[config.mk]
export PLATFORM = sky130hd
export DESIGN_NAME = gfm_switch_ctrl
export DESIGN_NICKNAME = d
export VERILOG_FILES = /design/src/rtl/gfm_switch_ctrl.sv
export SDC_FILE = /design/constraint.sdc
export NUM_CORES = 1
export LEC_CHECK = 0
export CORE_ASPECT_RATIO = 2
export CORE_MARGIN = 2
export CORE_UTILIZATION = 28
export DETAILED_ROUTE_END_ITERATION = 12
export HOLD_SLACK_MARGIN = 0.15
export SYNTH_ARGS = -nofsm -noshare
export SYNTH_HDL_FRONTEND = slang
export SYNTH_SLANG_ARGS = --single-unit
[constraint.sdc]
create_clock -name clk1 -period 1.7 [get_ports clk1]
set_clock_uncertainty 0.15 [all_clocks]
set_input_delay 0.17 -clock clk1 [delete_from_list [all_inputs] [get_ports clk1]]
set_output_delay 0.17 -clock clk1 [all_outputs]
set_load 0.05 [all_outputs]
[src/rtl/gfm_switch_ctrl.sv]
// Sequences a glitch-free clock mux between clk1 and clk2 with status handshake and post-switch dwell.
// Optional handover timeout (sticky err) is built when GFM_CTRL_TIMEOUT_EN is defined.
module gfm_switch_ctrl #(
  parameter int unsigned DWELL_CYC   = 16,
  parameter int unsigned TIMEOUT_CYC = 200,
  parameter int unsigned SYNC_STAGES = 2
) (
  input  logic clk1,
  input  logic rstn,
  input  logic req_valid,
  input  logic req_sel,
  output logic req_ready,
  output logic sel,
  input  logic en1_st,
  input  logic en2_st,
  output logic busy,
  output logic done,
  output logic err,
  input  logic err_clr
);
  localparam int unsigned CNT_W = 8;

  typedef enum logic [1:0] {IDLE, WAIT_OFF, WAIT_ON, DWELL} state_t;

  state_t                 state_q, state_d;
  logic [SYNC_STAGES-1:0] sync1_q, sync2_q;
  logic                   s1, s2;
  logic                   rst_meta_q;
  logic                   sel_q, sel_d;
  logic                   req_ready_q, req_ready_d;
  logic                   busy_q, busy_d;
  logic                   done_q, done_d;
  logic [CNT_W-1:0]       dwell_q, dwell_d;
  logic                   accept;
  logic                   old_off, new_on;

`ifdef GFM_CTRL_TIMEOUT_EN
  logic [CNT_W-1:0]       tmo_q, tmo_d;
  logic                   tmo_fire;
  logic                   err_q, err_d;
`else
  logic                   unused_cfg;
  assign unused_cfg = err_clr ^ (^CNT_W'(TIMEOUT_CYC));
`endif

  // Status synchronizers into the clk1 domain
  always_ff @(posedge clk1 or negedge rstn) begin
    if (!rstn) begin
      sync1_q <= '0;
      sync2_q <= '0;
    end else begin
      sync1_q <= {sync1_q[SYNC_STAGES-2:0], en1_st};
      sync2_q <= {sync2_q[SYNC_STAGES-2:0], en2_st};
    end
  end

  assign s1 = sync1_q[SYNC_STAGES-1];
  assign s2 = sync2_q[SYNC_STAGES-1];

  // Reset-release synchronizer: rst_meta_q is stage one, req_ready_q acts as stage two
  always_ff @(posedge clk1 or negedge rstn) begin
    if (!rstn) rst_meta_q <= 1'b0;
    else       rst_meta_q <= 1'b1;
  end

  always_ff @(posedge clk1 or negedge rstn) begin
    if (!rstn) begin
      state_q     <= IDLE;
      sel_q       <= 1'b1;
      req_ready_q <= 1'b0;
      busy_q      <= 1'b0;
      done_q      <= 1'b0;
      dwell_q     <= '0;
`ifdef GFM_CTRL_TIMEOUT_EN
      tmo_q       <= '0;
      err_q       <= 1'b0;
`endif
    end else begin
      state_q     <= state_d;
      sel_q       <= sel_d;
      req_ready_q <= req_ready_d;
      busy_q      <= busy_d;
      done_q      <= done_d;
      dwell_q     <= dwell_d;
`ifdef GFM_CTRL_TIMEOUT_EN
      tmo_q       <= tmo_d;
      err_q       <= err_d;
`endif
    end
  end

  assign accept  = req_valid && req_ready_q;
  assign old_off = sel_q ? !s2 : !s1;
  assign new_on  = sel_q ? s1 : s2;

  // Next-state and registered-output logic
  always_comb begin
    state_d = state_q;
    sel_d   = sel_q;
    done_d  = 1'b0;
    dwell_d = dwell_q;
`ifdef GFM_CTRL_TIMEOUT_EN
    tmo_d    = tmo_q;
    tmo_fire = 1'b0;
`endif
    case (state_q)
      IDLE: begin
        if (accept) begin
          if (req_sel != sel_q) begin
            sel_d   = req_sel;
            state_d = WAIT_OFF;
`ifdef GFM_CTRL_TIMEOUT_EN
            tmo_d   = '0;
`endif
          end else begin
            done_d = 1'b1;
          end
        end
      end
      WAIT_OFF: if (old_off) state_d = WAIT_ON;
      WAIT_ON: begin
        if (new_on) begin
          state_d = DWELL;
          done_d  = 1'b1;
          dwell_d = CNT_W'(DWELL_CYC);
        end
      end
      DWELL: begin
        if (dwell_q == CNT_W'(1)) state_d = IDLE;
        else                      dwell_d = dwell_q - CNT_W'(1);
      end
      default: state_d = IDLE;
    endcase
`ifdef GFM_CTRL_TIMEOUT_EN
    // Handover limit spans both wait states; a completing WAIT_ON edge beats the limit
    if ((state_q == WAIT_OFF) || ((state_q == WAIT_ON) && !new_on)) begin
      tmo_d = tmo_q + CNT_W'(1);
      if (tmo_q == CNT_W'(TIMEOUT_CYC - 1)) begin
        state_d  = IDLE;
        tmo_fire = 1'b1;
      end
    end
    err_d = tmo_fire | (err_q & !err_clr);
`endif
    busy_d      = (state_d != IDLE);
    req_ready_d = (state_d == IDLE) && rst_meta_q;
  end

  assign req_ready = req_ready_q;
  assign sel       = sel_q;
  assign busy      = busy_q;
  assign done      = done_q;
`ifdef GFM_CTRL_TIMEOUT_EN
  assign err       = err_q;
`else
  assign err       = 1'b0;
`endif

endmodule

== Word level (Yosys, flattened, before mapping) ==
Index checks and enable logic that the tools add are counted.

* Equality and inequality tests: 7
* Reductions and logical operators: 10
* Add/sub/neg operators: 1
* Multiplexer cells: 15

{| class="wikitable"
|+ Operator list
! kind !! count
|-
| $mux 8 || 2
|-
| $pmux 8 s2 || 1
|-
| $mux 2 || 5
|-
| $eq 8x1->1 const B || 1
|-
| $pmux 2 s4 || 1
|-
| $sub 8x1->8 const B || 1
|-
| $reduce_and 3->1 || 2
|-
| $mux 1 || 5
|-
| $eq 2x2->1 const B || 2
|-
| $logic_not 2->1 || 2
|-
| $ne 2x2->1 const B || 2
|-
| $reduce_bool 2->1 || 2
|-
| $eq 2x1->1 const B || 1
|-
| $logic_and 1x1->1 || 2
|-
| $logic_not 1->1 || 2
|-
| $pmux 1 s2 || 1
|-
| $ne 1x1->1 || 1
|}

* Bits of input ports: 7
* Register bits: 19
* Word-level logic and storage cells: 42
* Output and inout bits: 5

== Depth between registers and ports, before layout ==
Gate-level depths: netlist (run 1).

* Depth after elaboration: 6
* Depth in mapped cells: 6
* Mapped depth without buffers: 6

== Worst setup path before layout (run 1) ==
OpenSTA, ideal clock, no wires.

* Path type: reg-to-reg
* Start point: reg sel_q (netlist: sel)
* End point: reg dwell_q[7]
* Required time: 1.440 ns
* Arrival time: 1.643 ns
* Path buffers: 1
* Cell stages (with the launch flop): 6
* Library setup time: 0.110 ns
* Period minus slack after synthesis: 1.903 ns
* Setup slack: -0.203 ns
* Cell sequence: dfstp_2 mux2_2 nand3_1 clkbuf_1 o311ai_0 o41ai_1

* Cells in the longest elaborated chain, start to end: 3

{| class="wikitable"
|+ Ends and longest elaborated chain
! element !! line !! source
|-
| start: declaration || 29 || <nowiki>logic sel_q, sel_d;</nowiki>
|-
| start signal: assignment || 80 || <nowiki>sel_q <= sel_d;</nowiki>
|-
| $mux 1 || 94 || <nowiki>assign new_on = sel_q ? s1 : s2;</nowiki>
|-
| $ne 2x2->1 (no line) || -- ||
|-
| $reduce_and 3->1 (no line) || -- ||
|-
| end signal: assignment || 84 || <nowiki>dwell_q <= dwell_d;</nowiki>
|-
| end: declaration || 33 || <nowiki>logic [CNT_W-1:0] dwell_q, dwell_d;</nowiki>
|}

Every way passes these cells.
A chain may end at the register's enable or synchronous reset.

== Final worst setup path (run 1) ==
* Start point: reg dwell_q[1]
* End point: reg state_q[0]

* Cells in the longest elaborated chain, start to end: 3

{| class="wikitable"
|+ Ends and longest elaborated chain
! element !! line !! source
|-
| $eq 8x1->1 || 129 || <nowiki>if (dwell_q == CNT_W'(1)) state_d = IDLE;</nowiki>
|-
| $mux 2 || 129 ||
|-
| $pmux 2 s4 || 106 || <nowiki>case (state_q)</nowiki>
|-
| named net state_d[0] || 25 || <nowiki>state_t state_q, state_d;</nowiki>
|-
| end signal: assignment || 79 || <nowiki>state_q <= state_d;</nowiki>
|-
| end: declaration || 25 ||
|}

The timed path passes the listed nets, and every way through them passes these cells.

==> results.ini, run 1 <==
[status]
status=finished, violations left
violations=negative setup slack

[clock_network]
cts_tree=yes
cts.sinks=19
clock-root-buffer=clkbuf_8
clk_pin_slew_ns=0.07
htreeDepth=1
cts_buffers=3
clk_latency_ns=0.25
clk_path_buf_depth=2

[logic_synthesis]
synth_top_area_share_pct=51.50
syn_avg_cell_area_sq_um=11.66
yosysSeqAreaShare_pct=54.51
muxShareOfSynthArea_pct=5.007
ys_ff_latch=19
synthFlopType=dfrtp_1
synth_compound_area_share_pct=14.02
yosys.area.top_type=dfrtp_1
synth_cells=75
synth-simple-area-share_pct=15.45
synth_edf_count=0
synthArstFlopShare_pct=100.0
synth_nets=84
syn_area_sq_um=874.6
synth_area_leaders=dfrtp_1, mux2_2, dfstp_2, ha_1, nand3_1
synth-adder-area-share_pct=2.861
synth_top_family_by_area=simple AND/OR/NAND/NOR gates
synth_cell_types=35
yosysWarnings=0
synth_xor_area_share_pct=3.004

[place]
io_buffer_count=9
dp.cells=124
placed_cell_area_sq_um=1090
dpl.hpwl_mm=1.360
dpl_worst_slack_ns=-0.1441
gp_congestion=0.7676

[critical_path]
critPathMaxFanout=6
crit_family=compound AO/OA/AOI/OAI gates
ff2ff_path_depth=6
r2r_slack_ns=-0.14
start_kind=flip-flop
max_stage_delay_ns=0.41
r2r-end=state_q[0]
worstSetupPathType=flip-flop to flip-flop
critical-path-slowest-cell=or3b_4
path_cells=inv_2 -> ha_4 -> or3b_4 -> buf_6 -> o21bai_4 -> o2111ai_1
critPathRequiredTime_ns=1.66
path_buf_inv=2
endpoint_kind=flip-flop
critPathArrivalTime_ns=1.80
r2r-start=dwell_q[1]
cp-startpoint=dwell_q[1]

[global_route]
overflow=0
grt_pass1_wl_mm=3.208
antenna_found_initial=0
grt_pass1_vias=772
grt_usage_pct=11.62
grt_start_max_net_pins=20

[worst_hold_path]
worstHoldPathCells=0
hp-class=flip-flop to flip-flop
hold_path_startpoint=sync2_q[0]
hold-path-endpoint=sync2_q[1]

[detailed_routing]
routed_wl_mm=1.898
ant_nets=0
vias=687
drt_first_pass_iters=4
drt_iter0_drc=11
drc=0
wl_per_cell_um=14.49
viasPerCell=5.244

[sta]
slew_viol_final=0
period_share_pct=108.4
finalSetupViolations=9
grt_setup_unrepaired=yes
tns_ns=-0.6496
max_freq_mhz=542.8
setup_ws_ns=-0.1423
hold_violations=0
layout_min_cycle_time_ns=1.842

[job]
maxCapViolCount=0

[floorplan]
dieArea_sq_um=3614
io_pins=12
core.rowCount=28
core_sq_um=2978
die_w_um=43.52
initial_utilization_pct=29.37
die_h_um=83.04

[power_and_ir_drop]
clkPwrFrac_pct=15.1
p_sw_share_pct=38.78
leakagePower_nw=0.5384
intPower_mw=1.240
p_comb_share_pct=52.2
pwr_density_cell_nw_per_um2=1618
ir_drop_mv=0.7534
p_total_mw=2.025
switchingPower_mw=0.7852
seqPwrFrac_pct=32.7

[cells_and_area]
instances_no_fill=131
diodes=0
final_layout_size_suffix_gt1_share_pct=43.56
final_cell_area_sq_um=1251
area_growth_pct=43.06
fin_nets=111

placed cells by master (no fill, tap or decap), types with 2 or more instances in the layout:
master / instances
xor2_1: 2
nand3_2: 3
buf_4: 17
conb_1: 2
clkdlybuf4s50_1: 5
mux2_2: 2
o21ai_1: 3
inv_1: 3
nor2_1: 3
nand2_1: 4
clkbuf_8: 3
nand3_1: 2
dfrtp_1: 18
o211ai_1: 2
o21ai_2: 2
worst register-to-register path, cell delays in order, from the launching register on:
cell       delay (ns)
dfrtp_1          0.39
inv_2            0.08
ha_4             0.12
or3b_4           0.41
buf_6            0.15
o21bai_4         0.24
o2111ai_1        0.17
power groups by stage:
stage          Combinational [mW]  Clock (mW)  Sequential, mW
2_1_floorplan               0.448           0           0.736
3_3_place_gp                0.808           0           0.649
4_1_cts                     0.898       0.314           0.659
3_5_place_dp                0.823           0           0.657
6_report                     1.06       0.305           0.663
5_1_grt                      1.15       0.330           0.679
cells in the mapped netlist (all sizes together), types with 2 or more instances:
cell type,n
dfrtp,18
o21ai,6
nand3,5
inv,4
nand2,4
mux2,3
nor2,3
buf,2
conb,2
ha,2
nor3,2
o2111ai,2
o211ai,2
xor2,2
routing by layer:
metal  global-route usage [%]  vias up  share of wire [%]
li1                         -      318                  -
met2                    21.57       28                 60
met1                    11.36      337                 35
met4                    6.612        0                1.6
met5                        0        -                  0
met3                    1.522        4                3.3
how the worst max path moves through the flow:
stage	endpoint	slack [ns]	cells after the start
floorplan	dwell_q[5]	-0.04	6
global placement	dwell_q[5]	-0.12	6
detailed placement	dwell_q[5]	-0.14	6
CTS	dwell_q[3]	-0.08	7
global route	state_q[0]	-0.21	6
finish	state_q[0]	-0.14	6
kinds of logic after synthesis:
kind of cell / Yosys count
other: 2
AO/OA/AOI/OAI: 15
AND/OR/NAND/NOR: 23
multiplexers: 4
adder cells (fa/ha/maj): 2
buffers and inverters: 7
XOR/XNOR: 3
flip-flops: 19
sequential cells by signal, summed over array words and instances (netlist names):
register / flops
sync2_q: 2
busy: 1
req_ready: 1
sel: 1
done: 1
state_q: 2
sync1_q: 2
rst_meta_q: 1
dwell_q: 8
through the flow:
stage / hold WS [ns] / utilization [%]
2_1_floorplan: -0.2756 / -
3_3_place_gp: 0.1879 / 36.60
3_5_place_dp: 0.1928 / 36.60
4_1_cts: 0.2085 / 39.92
5_1_grt: 0.2057 / 42.02
6_report: 0.2060 / 42.02
layout make-up:
cell class | count | area, sq um
inverter | 4 | 15.01
fill | 275 | 1727
sequential | 19 | 480.5
timing repair buffer | 25 | 219.0
clock inverter | 1 | 5.005
multi-input combinational | 49 | 452.9
tap | 30 | 37.54
clock buffer | 3 | 41.29
what timing repair did:
item                                    CTS  global route
buffers inserted                          2             0
hold endpoints to repair                 18             0
endpoints found under the setup margin    6            12
hold buffers                              1             0
pin swaps                                 5             1
resized for setup                         7            14
(Power assumes the default switching activity.)
==> run 2, diff against run 1 <==
--- a/config.mk
+++ b/config.mk
@@ -9,7 +9,9 @@
 export CORE_MARGIN = 2
 export CORE_UTILIZATION = 28
 export DETAILED_ROUTE_END_ITERATION = 12
+export GPL_TIMING_DRIVEN = 1
 export HOLD_SLACK_MARGIN = 0.15
 export SYNTH_ARGS = -nofsm -noshare
 export SYNTH_HDL_FRONTEND = slang
 export SYNTH_SLANG_ARGS = --single-unit
+export TNS_END_PERCENT = 50
==> results.ini, run 2 (synthesis gave the netlist of run 1 again) <==
[sta]
grt_setup_unrepaired=yes
hold_violations=0
slew_viol_final=0
tns_ns=-0.6391
setup_ws_ns=-0.1169
max_freq_mhz=550.4
finalSetupViolations=8
period_share_pct=106.9
layout_min_cycle_time_ns=1.817

[place]
gp_congestion=0.7817
dpl.hpwl_mm=1.399
io_buffer_count=9
dpl_worst_slack_ns=-0.1702

[clock_network]
clk_latency_ns=0.25
cts_buffers=3
cts_tree=yes
clk_path_buf_depth=2
cts.sinks=19
clock-root-buffer=clkbuf_8
clk_pin_slew_ns=0.07
htreeDepth=1

[cells_and_area]
n_fill_cell=277
diodes=0
final_common_cell=buf_4
top_register=dwell_q
fin_nets=114
final_layout_size_suffix_gt1_share_pct=41.35
layout_common_cells=buf_4, dfrtp_1, nand3_1, o21ai_0, clkdlybuf4s50_1
area_growth_pct=43.20
largest_register_ffs=8

[floorplan]
initial_utilization_pct=29.37
dieArea_sq_um=3614
die_w_um=43.52
io_pins=12
die_h_um=83.04
core_sq_um=2978
core.rowCount=28

[global_route]
grt_pass1_vias=783
antenna_found_initial=0
grt_start_max_net_pins=20
grt_usage_pct=11.70
grt_pass1_wl_mm=3.243
overflow=0

[detailed_routing]
wl_per_cell_um=14.24
drt_first_pass_iters=3
ant_nets=0
drc=0
vias=662
routed_wl_mm=1.908
drt_iter0_drc=4
viasPerCell=4.940

[power_and_ir_drop]
ir_drop_mv=0.7791
pwr_density_cell_nw_per_um2=1591
leakagePower_nw=0.5643

[critical_path]
start_kind=flip-flop
critPathArrivalTime_ns=1.81
critPathRequiredTime_ns=1.70
critPathMaxFanout=5
endpoint_kind=flip-flop
worstSetupPathType=flip-flop to flip-flop

[worst_hold_path]
hp-class=flip-flop to flip-flop

[status]
status=finished, violations left
violations=negative setup slack

[job]
maxCapViolCount=0

==> run 2: power breakdown <==
| part | leakage (nW) | switching, mW | internal (mW) |
|---|---|---|---|
| Sequential | 0.224 | 0.0944 | 0.580 |
| Combinational | 0.318 | 0.495 | 0.520 |
| Clock | 0.0228 | 0.137 | 0.166 |
==> run 2: metal layers <==
metal | track usage, % | up-vias | wire [um]
met2 | 22.25 | 10 | 1178
met3 | 0.8696 | 4 | 26
li1 | - | 324 | -
met4 | 7.163 | 0 | 34
met1 | 11.08 | 324 | 669
met5 | 0 | - | 0
==> run 2: timing repair <==
action / in CTS / in global routing
buffers inserted: 3 / 2
hold buffers: 1 / 0
resized for setup: 6 / 7
pin swaps: 4 / 5
hold endpoints to repair: 18 / 0
endpoints found under the setup margin: 9 / 10
==> run 2: per-stage QoR <==
step	total power, mW	hold WS, ns	utilization, %	cells	cell area (sq um)
after global routing	2.142	0.2126	42.06	134	1252
final	1.992	0.2059	42.06	134	1252
after floorplan	1.184	-0.2756	-	75	894.6
after CTS	1.861	0.2079	40.08	132	1194
after detailed placement	1.481	0.1928	36.60	124	1090
after global placement	1.458	0.1882	36.60	124	1090
==> run 2: worst max-delay path, cell delays in order, from the launching register on <==
cell and delay (ns):
dfrtp_1 0.39, inv_2 0.09, ha_4 0.11, or3b_4 0.41, o211ai_1 0.19, buf_4 0.17, xnor2_2 0.05, and2_1 0.15
==> run 2: final timing paths <==
path | depth (start not counted) | end | start | slack [ns]
setup / recovery | 7 | dwell_q[5] | dwell_q[1] | -0.12
hold / removal | 0 | sync1_q[1] | sync1_q[0] | 0.21
setup reg to reg | 7 | dwell_q[5] | dwell_q[1] | -0.12
hold reg to reg | 0 | sync1_q[1] | sync1_q[0] | 0.21
max in group asynchronous | 3 | sel | rstn | 0.49
min in group asynchronous | 3 | dwell_q[1] | rstn | 0.64
==> run 2: layout make-up <==
type	count	area, sq um	share of cell area, %
multi-input combinational	49	431.7	34.47
inverter	4	15.01	1.199
timing repair buffer	28	241.5	19.28
clock buffer	4	45.04	3.596
sequential	19	481.7	38.46
tap	30	37.54	2.997
